--- config.mk ---
export PLATFORM = sky130hd
export DESIGN_NAME = vga_fb_fetch_arbiter_flat
export DESIGN_NICKNAME = d
export VERILOG_FILES = /design/src/rtl/vga_fb_fetch_arbiter_if.sv /design/src/rtl/vga_fb_fetch_arbiter.sv /design/src/flat_wrapper.sv
export SDC_FILE = /design/constraint.sdc
export NUM_CORES = 1
export LEC_CHECK = 0
export BUFFER_PORTS_ARGS = -buffer_cell sky130_fd_sc_hd__buf_2
export CORE_MARGIN = 2
export CORE_UTILIZATION = 40
export DETAILED_ROUTE_END_ITERATION = 10
export PLACE_DENSITY = 0.71
export SLEW_MARGIN = 20
export SYNTH_ARGS = -nofsm -noshare
export SYNTH_HDL_FRONTEND = slang
export SYNTH_SLANG_ARGS = --single-unit
--- constraint.sdc ---
create_clock -name clock -period 6.05 [get_ports clock]
set_input_delay 0.3025 -clock clock [delete_from_list [all_inputs] [get_ports clock]]
set_output_delay 0.3025 -clock clock [all_outputs]
set_load 0.02 [all_outputs]
--- src/rtl/vga_fb_fetch_arbiter_if.sv ---
// +--------------------------------------------------------------------+
// | vga_fb_fetch_arbiter_if: CPU bus and framebuffer memory bus bundle  |
// | Rev 1.0                                                            |
// +--------------------------------------------------------------------+
`default_nettype none

interface vga_fb_fetch_arbiter_if #(
  parameter int AW = 19,
  parameter int DW = 32
) ();
  logic          cpu_cyc;
  logic          cpu_stb;
  logic          cpu_we;
  logic [AW-1:0] cpu_adr;
  logic [DW-1:0] cpu_dat_i;
  logic [DW-1:0] cpu_dat_o;
  logic          cpu_ack;
  logic          mem_req;
  logic          mem_we;
  logic [AW-1:0] mem_adr;
  logic [DW-1:0] mem_wdat;
  logic [DW-1:0] mem_rdat;
  logic          mem_ack;

  // master: the arbiter (CPU bus target, memory initiator)
  modport master (
    input  cpu_cyc, cpu_stb, cpu_we, cpu_adr, cpu_dat_i,
    output cpu_dat_o, cpu_ack,
    output mem_req, mem_we, mem_adr, mem_wdat,
    input  mem_rdat, mem_ack
  );

  modport slave (
    output cpu_cyc, cpu_stb, cpu_we, cpu_adr, cpu_dat_i,
    input  cpu_dat_o, cpu_ack,
    input  mem_req, mem_we, mem_adr, mem_wdat,
    output mem_rdat, mem_ack
  );
endinterface

`default_nettype wire

--- src/rtl/vga_fb_fetch_arbiter.sv ---
// +--------------------------------------------------------------------+
// | vga_fb_fetch_arbiter: scanline prefetch into a double-banked line   |
// | buffer, CPU accesses served in the gaps. Rev 1.0                   |
// +--------------------------------------------------------------------+
`default_nettype none

module vga_fb_fetch_arbiter #(
  parameter int            AW         = 19,
  parameter int            DW         = 32,
  parameter int            LINE_WORDS = 180,
  parameter int            LINES      = 404,
  parameter logic [AW-1:0] FB_BASE    = '0
) (
  input  logic                          clock,
  input  logic                          rst_i,
  input  logic                          eol,
  input  logic                          eos,
  vga_fb_fetch_arbiter_if.master        bus,
  output logic                          lb_we,
  output logic                          lb_bank,
  output logic [$clog2(LINE_WORDS)-1:0] lb_adr,
  output logic [DW-1:0]                 lb_dat,
  input  logic                          underrun_clr,
  output logic                          underrun
);

  localparam int BW = $clog2(LINE_WORDS);
  localparam int CW = $clog2(LINES + 1);

  localparam logic [1:0] S_IDLE    = 2'd0;
  localparam logic [1:0] S_FETCH   = 2'd1;
  localparam logic [1:0] S_CPU     = 2'd2;
  localparam logic [1:0] S_CPU_ACK = 2'd3;

  logic [1:0]    state_q, state_d;
  logic [AW-1:0] line_addr_q, line_addr_d;
  logic [CW-1:0] line_cnt_q, line_cnt_d;
  logic [AW-1:0] fetch_base_q, fetch_base_d;
  logic          bank_q, bank_d;
  logic          pending_q, pending_d;
  logic [AW-1:0] cur_base_q, cur_base_d;
  logic          cur_bank_q, cur_bank_d;
  logic [BW-1:0] beat_q, beat_d;
  logic          abort_q, abort_d;
  logic          underrun_q, underrun_d;
  logic [AW-1:0] cpu_adr_q, cpu_adr_d;
  logic          cpu_we_q, cpu_we_d;
  logic [DW-1:0] cpu_wdat_q, cpu_wdat_d;
  logic [DW-1:0] cpu_rdat_q, cpu_rdat_d;

  logic          trig_eol, trig;
  logic          mem_req, mem_we, cpu_ack, lb_we_c;
  logic [AW-1:0] mem_adr;
  logic [DW-1:0] mem_wdat;

  always_comb begin
    state_d      = state_q;
    line_addr_d  = line_addr_q;
    line_cnt_d   = line_cnt_q;
    fetch_base_d = fetch_base_q;
    bank_d       = bank_q;
    pending_d    = pending_q;
    cur_base_d   = cur_base_q;
    cur_bank_d   = cur_bank_q;
    beat_d       = beat_q;
    abort_d      = abort_q;
    underrun_d   = underrun_q;
    cpu_adr_d    = cpu_adr_q;
    cpu_we_d     = cpu_we_q;
    cpu_wdat_d   = cpu_wdat_q;
    cpu_rdat_d   = cpu_rdat_q;
    mem_req      = 1'b0;
    mem_we       = 1'b0;
    mem_adr      = '0;
    mem_wdat     = '0;
    cpu_ack      = 1'b0;
    lb_we_c      = 1'b0;

    trig_eol = eol & ~eos & (line_cnt_q < CW'(LINES));
    trig     = eos | trig_eol;

    if (eos) begin
      fetch_base_d = FB_BASE;
      line_addr_d  = FB_BASE + AW'(LINE_WORDS);
      line_cnt_d   = CW'(1);
      bank_d       = 1'b0;
    end else if (trig_eol) begin
      fetch_base_d = line_addr_q;
      line_addr_d  = line_addr_q + AW'(LINE_WORDS);
      line_cnt_d   = line_cnt_q + CW'(1);
      bank_d       = ~bank_q;
    end

    if (trig && (pending_q || state_q == S_FETCH)) begin
      underrun_d = 1'b1;
    end else if (underrun_clr) begin
      underrun_d = 1'b0;
    end

    case (state_q)
      S_IDLE: begin
        if (pending_q) begin
          state_d    = S_FETCH;
          pending_d  = 1'b0;
          beat_d     = '0;
          cur_base_d = fetch_base_q;
          cur_bank_d = bank_q;
        end else if (bus.cpu_cyc && bus.cpu_stb) begin
          state_d    = S_CPU;
          cpu_adr_d  = bus.cpu_adr;
          cpu_we_d   = bus.cpu_we;
          cpu_wdat_d = bus.cpu_dat_i;
        end
      end
      S_FETCH: begin
        mem_req = 1'b1;
        mem_adr = cur_base_q + AW'(beat_q);
        if (eos) begin
          abort_d = 1'b1;
        end
        // An aborted line lets its in-flight beat retire without a buffer write
        if (bus.mem_ack) begin
          if (abort_q || eos) begin
            state_d = S_IDLE;
            abort_d = 1'b0;
          end else begin
            lb_we_c = 1'b1;
            beat_d  = beat_q + BW'(1);
            if (beat_q == BW'(LINE_WORDS - 1)) begin
              state_d = S_IDLE;
            end
          end
        end
      end
      S_CPU: begin
        mem_req  = 1'b1;
        mem_we   = cpu_we_q;
        mem_adr  = cpu_adr_q;
        mem_wdat = cpu_wdat_q;
        if (bus.mem_ack) begin
          if (!cpu_we_q) begin
            cpu_rdat_d = bus.mem_rdat;
          end
          state_d = S_CPU_ACK;
        end
      end
      default: begin
        cpu_ack = 1'b1;
        state_d = S_IDLE;
      end
    endcase

    if (trig) begin
      pending_d = 1'b1;
    end
  end

  always_ff @(posedge clock or posedge rst_i) begin
    if (rst_i) begin
      state_q      <= S_IDLE;
      line_addr_q  <= FB_BASE;
      line_cnt_q   <= '0;
      fetch_base_q <= FB_BASE;
      bank_q       <= 1'b0;
      pending_q    <= 1'b0;
      cur_base_q   <= FB_BASE;
      cur_bank_q   <= 1'b0;
      beat_q       <= '0;
      abort_q      <= 1'b0;
      underrun_q   <= 1'b0;
      cpu_adr_q    <= '0;
      cpu_we_q     <= 1'b0;
      cpu_wdat_q   <= '0;
      cpu_rdat_q   <= '0;
    end else begin
      state_q      <= state_d;
      line_addr_q  <= line_addr_d;
      line_cnt_q   <= line_cnt_d;
      fetch_base_q <= fetch_base_d;
      bank_q       <= bank_d;
      pending_q    <= pending_d;
      cur_base_q   <= cur_base_d;
      cur_bank_q   <= cur_bank_d;
      beat_q       <= beat_d;
      abort_q      <= abort_d;
      underrun_q   <= underrun_d;
      cpu_adr_q    <= cpu_adr_d;
      cpu_we_q     <= cpu_we_d;
      cpu_wdat_q   <= cpu_wdat_d;
      cpu_rdat_q   <= cpu_rdat_d;
    end
  end

  assign bus.mem_req   = mem_req;
  assign bus.mem_we    = mem_we;
  assign bus.mem_adr   = mem_adr;
  assign bus.mem_wdat  = mem_wdat;
  assign bus.cpu_ack   = cpu_ack;
  assign bus.cpu_dat_o = cpu_rdat_q;

  assign lb_we    = lb_we_c;
  assign lb_bank  = cur_bank_q;
  assign lb_adr   = beat_q;
  assign lb_dat   = lb_we_c ? bus.mem_rdat : '0;
  assign underrun = underrun_q;

endmodule

`default_nettype wire

--- src/flat_wrapper.sv ---
// flat-port wrapper written by rule: the top's interface ports become plain ports
module vga_fb_fetch_arbiter_flat 
#(
  parameter int            AW         = 19,
  parameter int            DW         = 32,
  parameter int            LINE_WORDS = 180,
  parameter int            LINES      = 404,
  parameter logic [AW-1:0] FB_BASE    = '0
)
  (clock, rst_i, eol, eos, lb_we, lb_bank, lb_adr, lb_dat, underrun_clr, underrun, bus_cpu_cyc, bus_cpu_stb, bus_cpu_we, bus_cpu_adr, bus_cpu_dat_i, bus_cpu_dat_o, bus_cpu_ack, bus_mem_req, bus_mem_we, bus_mem_adr, bus_mem_wdat, bus_mem_rdat, bus_mem_ack);
  vga_fb_fetch_arbiter_if #(.AW(AW), .DW(DW)) bus_i ();
  input  logic clock;
  input  logic rst_i;
  input  logic eol;
  input  logic eos;
  output logic lb_we;
  output logic lb_bank;
  output logic [$clog2(LINE_WORDS)-1:0] lb_adr;
  output logic [DW-1:0] lb_dat;
  input  logic underrun_clr;
  output logic underrun;
  input wire logic [$bits(bus_i.cpu_cyc)-1:0] bus_cpu_cyc;
  input wire logic [$bits(bus_i.cpu_stb)-1:0] bus_cpu_stb;
  input wire logic [$bits(bus_i.cpu_we)-1:0] bus_cpu_we;
  input wire logic [$bits(bus_i.cpu_adr)-1:0] bus_cpu_adr;
  input wire logic [$bits(bus_i.cpu_dat_i)-1:0] bus_cpu_dat_i;
  output wire logic [$bits(bus_i.cpu_dat_o)-1:0] bus_cpu_dat_o;
  output wire logic [$bits(bus_i.cpu_ack)-1:0] bus_cpu_ack;
  output wire logic [$bits(bus_i.mem_req)-1:0] bus_mem_req;
  output wire logic [$bits(bus_i.mem_we)-1:0] bus_mem_we;
  output wire logic [$bits(bus_i.mem_adr)-1:0] bus_mem_adr;
  output wire logic [$bits(bus_i.mem_wdat)-1:0] bus_mem_wdat;
  input wire logic [$bits(bus_i.mem_rdat)-1:0] bus_mem_rdat;
  input wire logic [$bits(bus_i.mem_ack)-1:0] bus_mem_ack;
  assign bus_i.cpu_cyc = bus_cpu_cyc;
  assign bus_i.cpu_stb = bus_cpu_stb;
  assign bus_i.cpu_we = bus_cpu_we;
  assign bus_i.cpu_adr = bus_cpu_adr;
  assign bus_i.cpu_dat_i = bus_cpu_dat_i;
  assign bus_cpu_dat_o = bus_i.cpu_dat_o;
  assign bus_cpu_ack = bus_i.cpu_ack;
  assign bus_mem_req = bus_i.mem_req;
  assign bus_mem_we = bus_i.mem_we;
  assign bus_mem_adr = bus_i.mem_adr;
  assign bus_mem_wdat = bus_i.mem_wdat;
  assign bus_i.mem_rdat = bus_mem_rdat;
  assign bus_i.mem_ack = bus_mem_ack;
  vga_fb_fetch_arbiter #(.AW(AW), .DW(DW), .LINE_WORDS(LINE_WORDS), .LINES(LINES), .FB_BASE(FB_BASE)) u_core (.clock(clock), .rst_i(rst_i), .eol(eol), .eos(eos), .bus(bus_i), .lb_we(lb_we), .lb_bank(lb_bank), .lb_adr(lb_adr), .lb_dat(lb_dat), .underrun_clr(underrun_clr), .underrun(underrun));
endmodule
==> summary.md <==
| Metric | Value |
|---|---|
| Status | finished, final reports clean |
| DR vias | 5868 |
| Final slew viol count | 0 |
| CORE AREA | 0.0193 mm^2 |
| Root Buffer Master | clkbuf_16 |
| Synth Flop Type | dfrtp_1 |
| Pre-antenna DRT Iters | 4 |
| Power per cell area | 407 mW/mm^2 |
| Clock skew | 0.00736 ns |
| Num CTS Buffers | 17 |
| Critical Path AT | 2.95 ns |
| Final design utilization | 0.507 |
| Synthesized area | 0.00779 mm^2 |
| Avg WL per Cell | 14.7 um |
| Yosys cell types | 53 |
| GRT overflow | 0 |
| Crit path launch | u_core.lb_adr[0] |
| Critical path peak fanout | 7 |
| WP data required | 5.75 ns |
| Port Buf Inserts | 220 |
| First-pass GRT wire length | 27600 um |
| Area leader, netlist | dfrtp_1 |
| Die Wd | 144 um |
| DP Wirelength | 12000 um |
| Leakage Power | 4.94 nW |
| Setup Crit Path Kind | reg2out |
| Worst reg2reg path startpoint | u_core.state_q[1] |
| Slowest stage delay, CP | 0.44 ns |
| Top cells by area, synth | dfrtp_1 (52%), mux2_2 (15%), and2_1 (5.5%) |
| CTS max path bufs | 2 |
| Initial antenna violation count | 0 |
| Worst rel slew slack | 0.378 |
| # IOs | 221 |
| Fmax | 0.307 GHz |
| Clock slew at reported path FFs | 0.07 ns |
| Ant. Diodes | 0 |
| Antenna viol nets, final | 0 |
| RSZ-0062 raised after global routing | no |
| Area Growth Syn to Fin | 25.5% |
| Hold slack | 0.0246 ns |
| Number of synthesized flops with an enable pin | 0 |
| Number of global-route vias before repair | 5653 |
| Chip height | 144 um |
| Post-CTS setup buffers | 0 |
| Total Die Area | 0.0206 mm^2 |
| Synth top area share | 0.517 |
| Count leader, synth | dfrtp_1 |
| CTS sink count | 161 |
| Initial Utilization | 0.404 |
| Setup TNS Final | 0 ns |
| Async SR Flop Fraction | 1.00 |
| Worst-path cell chain | ha_1 -> fa_1 -> a211oi_1 -> o211ai_1 -> nand4_1 -> xor2_1 -> o21ai_0 -> buf_2 |
| Final hold violations | 0 |
| Post-synth top cells | dfrtp_1 (161), mux2_2 (103), nand2_1 (71) |
| Row cnt | 51 |
| HP Class | in2async |
| # DRC | 0 |
| Layout cells sized above 1 | 0.404 |
| VDD IR max | 0.218 mV |
| Tcrit/Tclk final | 0.538 |
| Vias/cell | 4.95 |
| Yosys warnings | 0 |
| DRT iter0 DRCs | 396 |
| Largest net degree at the start of global routing | 100 |
| Drt total wl | 17400 um |
| Synth Instances | 697 |
| All-Layer GR Usage | 0.167 |
| Post_cts resized | 0 |
| Slowest CP cell | fa_1 |
| Number of H-tree levels | 4 |
| Avg Synthesized Cell Area | 11.2 um^2 |
| MaxCap Viol Count | 0 |
| Cts hold-fix bufs | 0 |
| Critical Path Start Type | flip-flop |
| Seq cells post-synth | 161 |
| NumNets Final | 1015 |
| Tmin final | 3.26 ns |
| Worst-margin pin slew | 0.933 ns |
| GPL Wtd Cong | 0.842 |
| Clk_lat worst skew | 0.42 ns |
| Setup slack after layout | 2.79 ns |
| Tot Pwr | 0.00397 W |
| Sequential element share of the synthesized area | 0.517 |
| Dpl ws | 3.26 ns |
| CTS tree | built |
| Syn nets | 805 |
| # setup viols final | 0 |
| Crit end category | primary output |
==> worst max-delay path, delay by kind of cell, from the launching register on <==
family,cells,cell delay [ns]
adder cells (fa/ha/maj),2,0.70
AO/OA/AOI/OAI,3,0.89
buffers and inverters,1,0.21
flip-flops,1,0.43
XOR/XNOR,1,0.08
AND/OR/NAND/NOR,1,0.23
==> sequential cells by signal, indices dropped and copies added, names as in the netlist <==
register,cells
u_core.line_addr_q,17
u_core.bank_q,1
u_core.cpu_wdat_q,32
u_core.bus.cpu_dat_o,32
u_core.fetch_base_q,18
u_core.pending_q,1
u_core.cpu_adr_q,19
u_core.cpu_we_q,1
u_core.lb_adr,8
u_core.cur_base_q,18
u_core.underrun,1
u_core.line_cnt_q,9
u_core.state_q,2
u_core.lb_bank,1
u_core.abort_q,1
==> layer usage <==
metal  track usage  part of all wire  up-vias
met3        0.0417             0.052       22
met1         0.213              0.44     2843
met2         0.279              0.49      144
met4        0.0526             0.015        0
met5             0                 0        -
li1              -                 -     2859
==> where the power goes <==
group,switching [W],internal (W)
Sequential,0.000165,0.00137
Clock,0.000453,0.000722
Combinational,0.000737,0.000530
==> area by class of cell <==
cell class | instances | area [um^2]
multi-input cells | 492 | 3580
well taps | 265 | 332
clock inverters | 13 | 198
repair buffers | 225 | 1140
clock buffers | 19 | 453
flip-flops and latches | 161 | 4030
fillers | 1760 | 9500
inverters | 10 | 42.5
==> layout by cell type, fill, tap and decap left out, types with 7 or more instances in the layout <==
master / Yosys / final
inv_1: 10 / 9
xor2_1: 13 / 13
dfrtp_1: 161 / 161
buf_2: 12 / 220
clkbuf_16: 0 / 17
nand3_1: 22 / 21
a21oi_1: 34 / 34
nor2_1: 24 / 24
a21o_1: 7 / 7
ha_1: 15 / 15
and2_1: 68 / 68
xnor2_1: 19 / 19
mux2_2: 103 / 103
nand2_1: 71 / 71
nor3_1: 8 / 8
o21ai_0: 23 / 23
==> final timing paths <==
kind | endpoint | slack, ns | depth (start not counted)
max in group asynchronous | u_core.cpu_adr_q[3] | 4.62 | 3
worst min-delay path | u_core.bus.cpu_dat_o[12] | 0.02 | 2
worst max-delay path | bus_mem_adr[18] | 2.79 | 8
min in group clock | u_core.underrun | 0.08 | 2
worst min register to register | u_core.cpu_wdat_q[11] | 0.49 | 1
worst max register to register | u_core.lb_adr[5] | 3.22 | 6
==> logic make-up after synthesis <==
family	Yosys count	share of synthesized area
AOI/OAI and AO/OA	99	0.0835
adders and majority gates	16	0.0267
buffers and inverters	44	0.0246
muxes	103	0.149
xor gates and xnor gates	32	0.0360
and+or+nand+nor	242	0.163
DFF	161	0.517
==> per-stage QoR <==
stage / cells / area [um^2]
2_1_floorplan: 697 / 7790
3_3_place_gp: 1153 / 9120
3_5_place_dp: 1153 / 9120
4_1_cts: 1185 / 9770
5_1_grt: 1185 / 9770
6_report: 1185 / 9770
Power figures use the tool's default switching activity.
